$ cat src/rtl/mdu_pkg.sv
// Shared encodings and constants for the iterative multiply/divide unit.
package mdu_pkg;

  localparam int unsigned MDU_W     = 32;
  localparam int unsigned MDU_ITERS = 32;
  localparam int unsigned MDU_CNT_W = $clog2(MDU_ITERS);

  typedef enum logic [1:0] {
    MDU_MULT  = 2'b00,
    MDU_MULTU = 2'b01,
    MDU_DIV   = 2'b10,
    MDU_DIVU  = 2'b11
  } mdu_op_e;

  typedef enum logic [1:0] {
    IDLE  = 2'b00,
    CALC  = 2'b01,
    FIXUP = 2'b10
  } mdu_state_e;

  // Magnitude of a two's-complement value when en is set; raw value otherwise.
  function automatic logic [MDU_W-1:0] mdu_abs(input logic [MDU_W-1:0] x, input logic en);
    return (en && x[MDU_W-1]) ? (~x + MDU_W'(1)) : x;
  endfunction

endpackage

$ cat src/rtl/mdu_step.sv
// One iteration of the datapath: shift-add for multiply, restoring trial-subtract for divide.
module mdu_step #(
  parameter int unsigned W = 32
) (
  input  logic [2*W-1:0] acc,
  input  logic [W-1:0]   operand,
  input  logic           bit_in,
  input  logic           is_div,
  output logic [2*W-1:0] acc_next
);

  logic [W:0]   mul_sum;
  logic [W:0]   shifted;
  logic [W-1:0] rem_sub;
  logic         fits;

  // Multiply adds into the upper half and shifts right; divide shifts a dividend
  // bit into the remainder and records the quotient bit in the low end.
  always_comb begin
    mul_sum  = {1'b0, acc[2*W-1:W]} + (bit_in ? {1'b0, operand} : (W+1)'(0));
    shifted  = {acc[2*W-1:W], bit_in};
    fits     = (shifted >= {1'b0, operand});
    rem_sub  = shifted[W-1:0] - operand;
    acc_next = {mul_sum, acc[W-1:1]};
    if (is_div) begin
      acc_next = {(fits ? rem_sub : shifted[W-1:0]), acc[W-2:0], fits};
    end
  end

endmodule

$ cat src/rtl/mul_div_unit.sv
// Iterative MULT/MULTU/DIV/DIVU unit with architectural HI/LO registers.
module mul_div_unit
  import mdu_pkg::*;
#(
  parameter int unsigned WIDTH = 32
) (
  input  logic             clk,
  input  logic             reset,
  input  logic             start,
  input  logic [1:0]       op,
  input  logic [WIDTH-1:0] a,
  input  logic [WIDTH-1:0] b,
  input  logic             hi_we,
  input  logic             lo_we,
  input  logic [WIDTH-1:0] wdata,
  output logic             busy,
  output logic             done,
  output logic [WIDTH-1:0] hi,
  output logic [WIDTH-1:0] lo
);

  localparam int unsigned AW = 2 * WIDTH;

  mdu_state_e           state;
  mdu_op_e              op_q;
  logic [MDU_CNT_W-1:0] cnt;
  logic [AW-1:0]        acc;
  logic [WIDTH-1:0]     opnd;
  logic [WIDTH-1:0]     shreg;
  logic                 neg_res;
  logic                 neg_rem;
  logic                 dbz;

  logic                 is_div_c;
  logic                 start_signed_c;
  logic                 start_div_c;
  logic                 bit_in_c;
  logic [AW-1:0]        acc_next_c;
  logic [WIDTH-1:0]     quo_c;
  logic [WIDTH-1:0]     rem_c;

  // Operation decode for the op in flight and for the op being launched.
  always_comb begin
    is_div_c       = (op_q == MDU_DIV) || (op_q == MDU_DIVU);
    start_signed_c = (op == MDU_MULT) || (op == MDU_DIV);
    start_div_c    = (op == MDU_DIV) || (op == MDU_DIVU);
    bit_in_c       = is_div_c ? shreg[WIDTH-1] : shreg[0];
    quo_c          = acc[WIDTH-1:0];
    rem_c          = acc[AW-1:WIDTH];
  end

  mdu_step #(.W(WIDTH)) u_step (
    .acc      (acc),
    .operand  (opnd),
    .bit_in   (bit_in_c),
    .is_div   (is_div_c),
    .acc_next (acc_next_c)
  );

  // Control FSM, operand capture, iteration and HI/LO writeback.
  always_ff @(posedge clk or posedge reset) begin
    if (reset) begin
      state   <= IDLE;
      op_q    <= MDU_MULT;
      cnt     <= '0;
      acc     <= '0;
      opnd    <= '0;
      shreg   <= '0;
      neg_res <= 1'b0;
      neg_rem <= 1'b0;
      dbz     <= 1'b0;
      hi      <= '0;
      lo      <= '0;
      busy    <= 1'b0;
      done    <= 1'b0;
    end else begin
      done <= 1'b0;
      case (state)
        IDLE: begin
          if (start) begin
            state   <= CALC;
            busy    <= 1'b1;
            op_q    <= mdu_op_e'(op);
            opnd    <= start_div_c ? mdu_abs(b, start_signed_c) : mdu_abs(a, start_signed_c);
            shreg   <= start_div_c ? mdu_abs(a, start_signed_c) : mdu_abs(b, start_signed_c);
            neg_res <= start_signed_c & (a[WIDTH-1] ^ b[WIDTH-1]);
            neg_rem <= start_signed_c & a[WIDTH-1];
            dbz     <= start_div_c & (b == '0);
            acc     <= '0;
            cnt     <= MDU_CNT_W'(MDU_ITERS - 1);
          end else begin
            if (hi_we) hi <= wdata;
            if (lo_we) lo <= wdata;
          end
        end
        CALC: begin
          acc   <= acc_next_c;
          shreg <= is_div_c ? {shreg[WIDTH-2:0], 1'b0} : {1'b0, shreg[WIDTH-1:1]};
          cnt   <= cnt - MDU_CNT_W'(1);
          if (cnt == '0) state <= FIXUP;
        end
        FIXUP: begin
          state <= IDLE;
          busy  <= 1'b0;
          done  <= 1'b1;
          if (is_div_c) begin
            lo <= dbz ? '1 : (neg_res ? (~quo_c + WIDTH'(1)) : quo_c);
            hi <= neg_rem ? (~rem_c + WIDTH'(1)) : rem_c;
          end else begin
            {hi, lo} <= neg_res ? (~acc + AW'(1)) : acc;
          end
        end
        default: begin
          state <= IDLE;
          busy  <= 1'b0;
        end
      endcase
    end
  end

endmodule

$ cat config.mk
export PLATFORM = sky130hd
export DESIGN_NAME = mul_div_unit
export DESIGN_NICKNAME = d
export VERILOG_FILES = /design/src/rtl/mdu_pkg.sv /design/src/rtl/mdu_step.sv /design/src/rtl/mul_div_unit.sv
export SDC_FILE = /design/constraint.sdc
export NUM_CORES = 1
export LEC_CHECK = 0
export CAP_MARGIN = 20
export CORE_UTILIZATION = 30
export DETAILED_ROUTE_END_ITERATION = 8
export PLACE_DENSITY = 0.49
export SLEW_MARGIN = 15
export SYNTH_ARGS = -nofsm -noshare
export SYNTH_HDL_FRONTEND = slang
export SYNTH_HIERARCHICAL = 1
export SYNTH_SLANG_ARGS = --single-unit
$ cat constraint.sdc
create_clock -name clk -period 12.6 [get_ports clk]
set_input_delay 1.26 -clock clk [delete_from_list [all_inputs] [get_ports clk]]
set_output_delay 1.26 -clock clk [all_outputs]
set_load 0.1 [all_outputs]
# Word-level counts from Yosys, hierarchy flattened
# Index checks and enable logic that the tools add are counted.
[word_totals]
inputBits = 103
output_inout_bits = 66
regBits = 206
word_cells = 93
[op_classes]
reduce_logical = 17
magnitude_cmp = 1
n_addsub = 8
n_bitwise = 10
mux = 33
eq_ne = 11
[ops]
columns = ["operator", "n"]
rows = [
  ["32-bit 2-to-1 mux", 17],
  ["64-bit 2-to-1 mux", 3],
  ["32-bit case mux with 2 select lines", 3],
  ["32-bit by 1-bit adder with 32-bit output (second input constant)", 4],
  ["32-bit NOT", 4],
  ["64-bit case mux with 2 select lines", 1],
  ["64-bit by 1-bit adder with 64-bit output (second input constant)", 1],
  ["64-bit NOT", 1],
  ["32-bit by 33-bit adder with 33-bit output", 1],
  ["33-bit by 32-bit >= comparator with 1-bit output", 1],
  ["32-bit zero test", 1],
  ["32-bit subtractor", 1],
  ["2-bit == test (second input constant)", 5],
  ["2-bit != test (second input constant)", 5],
  ["5-bit case mux with 2 select lines", 1],
  ["2-bit AND reduction", 4],
  ["3-bit AND reduction", 2],
  ["5-bit zero test", 1],
  ["5-bit 2-to-1 mux", 1],
  ["5-bit by 1-bit subtractor with 5-bit output (second input constant)", 1],
  ["2-bit zero test", 2],
  ["2-bit 2-to-1 mux", 2],
  ["2-bit case mux with 2 select lines", 1],
  ["2-bit nonzero test", 2],
  ["other kinds (8)", 15],
]

# Depth between registers and ports, before layout
[depth]
depth_word = 7
depth_mapped = 18
mapped_depth_nobuf = 15

# Hierarchy
# Netlist, hierarchy kept.
[modules_own_cells]
columns = ["mod", "cells_per_inst", "area_each_um2", "instances", "seq_area_each_um2"]
rows = [
  ["mul_div_unit", 1410, 12310.6, 1, 5129.9],
  ["mdu_step", 741, 4863.4, 1, 0.0],
]

# Least setup slack after synthesis
# OpenSTA, ideal clock, no wires.
[synth_timing]
kind = "register to register"
start = "register op_q[1]"
end = "register acc[62]"
path_stages_with_launch = 19
period_less_slack_ns = 4.429
setup_slack_ns = 8.171
path_buffers = 3
arrival_ns = 4.296
setup_ns = 0.133
t_required_ns = 12.467
cell_sequence = "dfrtp_1 > buf_1 > clkbuf_1 > mux2_2 > inv_1 > buf_1 > ha_1 > inv_1 > fa_1 > a21o_1 > a221o_1 > a21o_1 > a21oi_1 > a21oi_1 > or3_1 > a21oi_1 > o31ai_1 > nand2_1 > o31ai_1"
[synth_via]
elab_chain_len = 7
word_cells_on_any_way = 11
classes_between = "add/sub: 2; order compare: 1; eq/ne: 2; mux: 5; reduce/logical: 1"
[synth_lines]
columns = ["item", "line", "text"]
rows = [
  ["start, declared", "mul_div_unit.sv:25", "mdu_op_e op_q;"],
  ["start signal, assigned", "mul_div_unit.sv:83", "op_q <= mdu_op_e'(op);"],
  ["2-bit == test", "mul_div_unit.sv:44", "is_div_c = (op_q == MDU_DIV) || (op_q == MDU_DIVU);"],
  ["1-bit logical OR (*)", "mul_div_unit.sv:44", ""],
  ["1-bit 2-to-1 mux (*)", "mul_div_unit.sv:47", "bit_in_c = is_div_c ? shreg[WIDTH-1] : shreg[0];"],
  ["net bit_in_c", "mul_div_unit.sv:37", "logic bit_in_c;"],
  ["32-bit 2-to-1 mux (tied with other cells)", "mdu_step.sv:20", "mul_sum = {1'b0, acc[2*W-1:W]} + (bit_in ? {1'b0, operand} : (W+1)'(0));"],
  ["32-bit by 33-bit adder with 33-bit output / 32-bit 2-to-1 mux (equally long branches)", "mdu_step.sv:20, mdu_step.sv:26", ""],
  ["64-bit 2-to-1 mux (*)", "mdu_step.sv:25", "if (is_div) begin"],
  ["net acc_next_c[62]", "mul_div_unit.sv:38", "logic [AW-1:0] acc_next_c;"],
  ["64-bit case mux with 2 select lines (*)", "mul_div_unit.sv:78", "case (state)"],
  ["end signal, assigned", "mul_div_unit.sv:97", "acc <= acc_next_c;"],
  ["end, declared", "mul_div_unit.sv:27", "logic [AW-1:0] acc;"],
]
# Mark *: on every way through the listed nets, which the timed path passes. The rest lies on a longest branch.
# A chain may end at the register's enable or synchronous reset.

# Worst setup path in the final report
[layout_timing]
start = "register op_q[1]"
end = "register acc[63]"
# Same word-level chain as after synthesis.

==> flow_summary.toml <==
[outcome]
status = "finished clean"

[worst_setup_path]
crit_path_end_kind = "flip-flop"
ff2ff_path_depth = 14
r2r-end = "acc[63]"
arrival_ns = 5.59
start_kind = "flip-flop"
path_max_fanout = 37
r2r_start = "op_q[1]"
critical_path_required_ns = 13.03
regToRegSetupSlack_ns = 7.43
crit_type = "flip-flop to flip-flop"

[route]
routed_wl_um = 65400
drt-initial-drc-count = 1340
vias_per_cell = 5.62
avgRoutedWirePerCell_um = 21.8
ant_nets = 0
drc = 0
vias = 16900
drtPass1Iterations = 5

[die]
start_util = 0.304
fp-row-count = 87
dieArea_um2 = 58200
die-width_um = 241
die_h_um = 241
core-area_um2 = 56500
ios = 169

[global_route]
grtUsageMet2 = 0.359
grt-ovfl-total = 0
grt_start_max_net_pins = 139
grtUsageMet1 = 0.314
grt_pass1_vias = 16000
track_usage = 0.221
grt_first_pass_wirelength_um = 99600
met3_usage = 0.0220
antenna_found_initial = 0
busiest_layer = "met2"

[logic_synthesis]
yosys_most_used_dff = "dfrtp_1"
syn_avg_cell_area_um2 = 7.98
ys_ff_latch = 205
synthesis.area_um2 = 17200
ys_warn_count = 6
async_flop_share = 1.00
synth_nets = 2327
synth_edf_count = 0
ys_types = 83
syn-instance-count = 2151
ys_seq_area_frac = 0.299

[sta]
hold_viol = 0
setup_tns_ns = 0
setup_viol = 0
max_slew_margin = 0.301
max_freq_mhz = 194
fin_crit_sh = 0.410
max_slew.worst_pin.slew_ns = 1.05
clock_skew_ns = 0.0146
period_minus_slack_ns = 5.17
final_max_slew_viol_count = 0
rsz0062_at_grt = "false"

[worst_hold_path]
min_from = "lo[11]"
worstHoldPathCells = 1
hp-class = "flip-flop to flip-flop"
hold_end = "lo[11]"

[run]
cap_violations = 0

[placed_design]
gp_congestion = 0.934
port_buffers = 168
dpl.hpwl_um = 50500
place_inst = 2956

[clocking]
clkTransAtPathRegs_ns = 0.06
htree_levels = 1
hold_buffers = 0
cts_buffers = 27
clock-sinks = 205
clockRootBuffer = "clkbuf_16"
cts_buffer_depth = 3
cts_resized = 0
post-cts-setup-buffers = 0
cts_tree = "yes"
clk_latency_ns = 0.58

[cells_and_area]
num_antenna_cells = 0
final_common_cell = "nand2_1"
area_delta_synth_final_pct = 18.0
n_fill_cell = 5914
layout_common_cells = "nand2_1 (264), dfrtp_1 (204), o21ai_0 (187), nor2_1 (177), clkdlybuf4s50_1 (167)"
drive_gt1_frac = 0.0668
fin_cells = 3000
nets = 2406
==> metal layers <==
layer	wire length (µm)	part of all wire
met3	3190	0.049
met4	1570	0.024
met1	30700	0.47
met2	30000	0.46
met5	0	0
==> how the worst max path moves through the flow <==
stage | startpoint | to | slack [ns] | cells past startpoint
finish | op_q[1] | acc[63] | 7.43 | 14
global route | op_q[1] | acc[62] | 6.88 | 14
CTS | op_q[1] | acc[61] | 7.44 | 14
detailed placement | op_q[1] | acc[61] | 7.46 | 14
global placement | op_q[1] | acc[61] | 7.57 | 14
floorplan | reset | acc[0] | 5.74 | 1
==> registers in the layout, summed over array words and instances, names as in the netlist <==
name,flops
lo,32
state,2
dbz,1
neg_rem,1
done,1
op_q,1
neg_res,1
shreg,32
busy,1
hi,32
cnt,5
acc,64
opnd,32
==> synthesized netlist by cell type, types with 45 or more instances <==
| cell type | instances | share of area |
|---|---|---|
| o21ai_0 | 187 | 0.054 |
| xor2_1 | 81 | 0.041 |
| ha_1 | 71 | 0.052 |
| clkbuf_1 | 110 | 0.024 |
| dfrtp_1 | 205 | 0.30 |
| mux2_2 | 59 | 0.039 |
| mux2i_1 | 69 | 0.040 |
| inv_1 | 74 | 0.016 |
| a31oi_1 | 45 | 0.016 |
| nand2_1 | 265 | 0.058 |
| nor3_1 | 52 | 0.015 |
| a21oi_1 | 151 | 0.044 |
| xnor2_1 | 71 | 0.036 |
| nor2_1 | 178 | 0.039 |
==> cell families (layout without fill, tap and decap cells) <==
family	after synthesis	count (layout)	synth area share
simple gates	708	708	0.193
compound gates	673	673	0.250
buf+inv	212	305	0.0480
flops	205	205	0.299
xor+xnor	152	152	0.0775
mux	128	128	0.0789
fa+ha+maj	73	73	0.0541
==> stage by stage <==
step | hold WS [ns] | util | setup slack, ns | instance area [µm²]
after floorplan | 0.450 | - | 5.74 | 17200
after global placement | 0.463 | 0.344 | 7.57 | 19400
after detailed placement | 0.469 | 0.344 | 7.46 | 19400
after CTS | 0.482 | 0.358 | 7.44 | 20200
after global routing | 0.497 | 0.359 | 6.88 | 20300
final | 0.478 | 0.359 | 7.43 | 20300
==> layout make-up <==
| type | count | area, µm² | share of cell area |
|---|---|---|---|
| multi-input combinational | 1734 | 11200 | 0.555 |
| inverter | 74 | 285 | 0.0141 |
| clock buffer | 36 | 719 | 0.0355 |
| timing repair buffer | 188 | 1850 | 0.0912 |
| sequential | 205 | 5130 | 0.253 |
| clock inverter | 7 | 82.6 | 0.00408 |
| tap | 756 | 946 | 0.0467 |
==> critical path, stage by stage (launching register included) <==
cell	delay (ns)
dfrtp_4	0.78
mux2_2	0.42
inv_1	0.72
nor2_1	0.22
fa_1	0.49
a21o_1	0.20
a221oi_2	0.43
o21ai_1	0.28
a211oi_1	0.44
o21ai_1	0.19
a221oi_1	0.40
o21ai_0	0.14
a21boi_1	0.14
nand2_1	0.06
o21ai_0	0.09
Power is not shown: default switching activity piles up to over one toggle a cycle in this logic, so the estimate is an artifact.
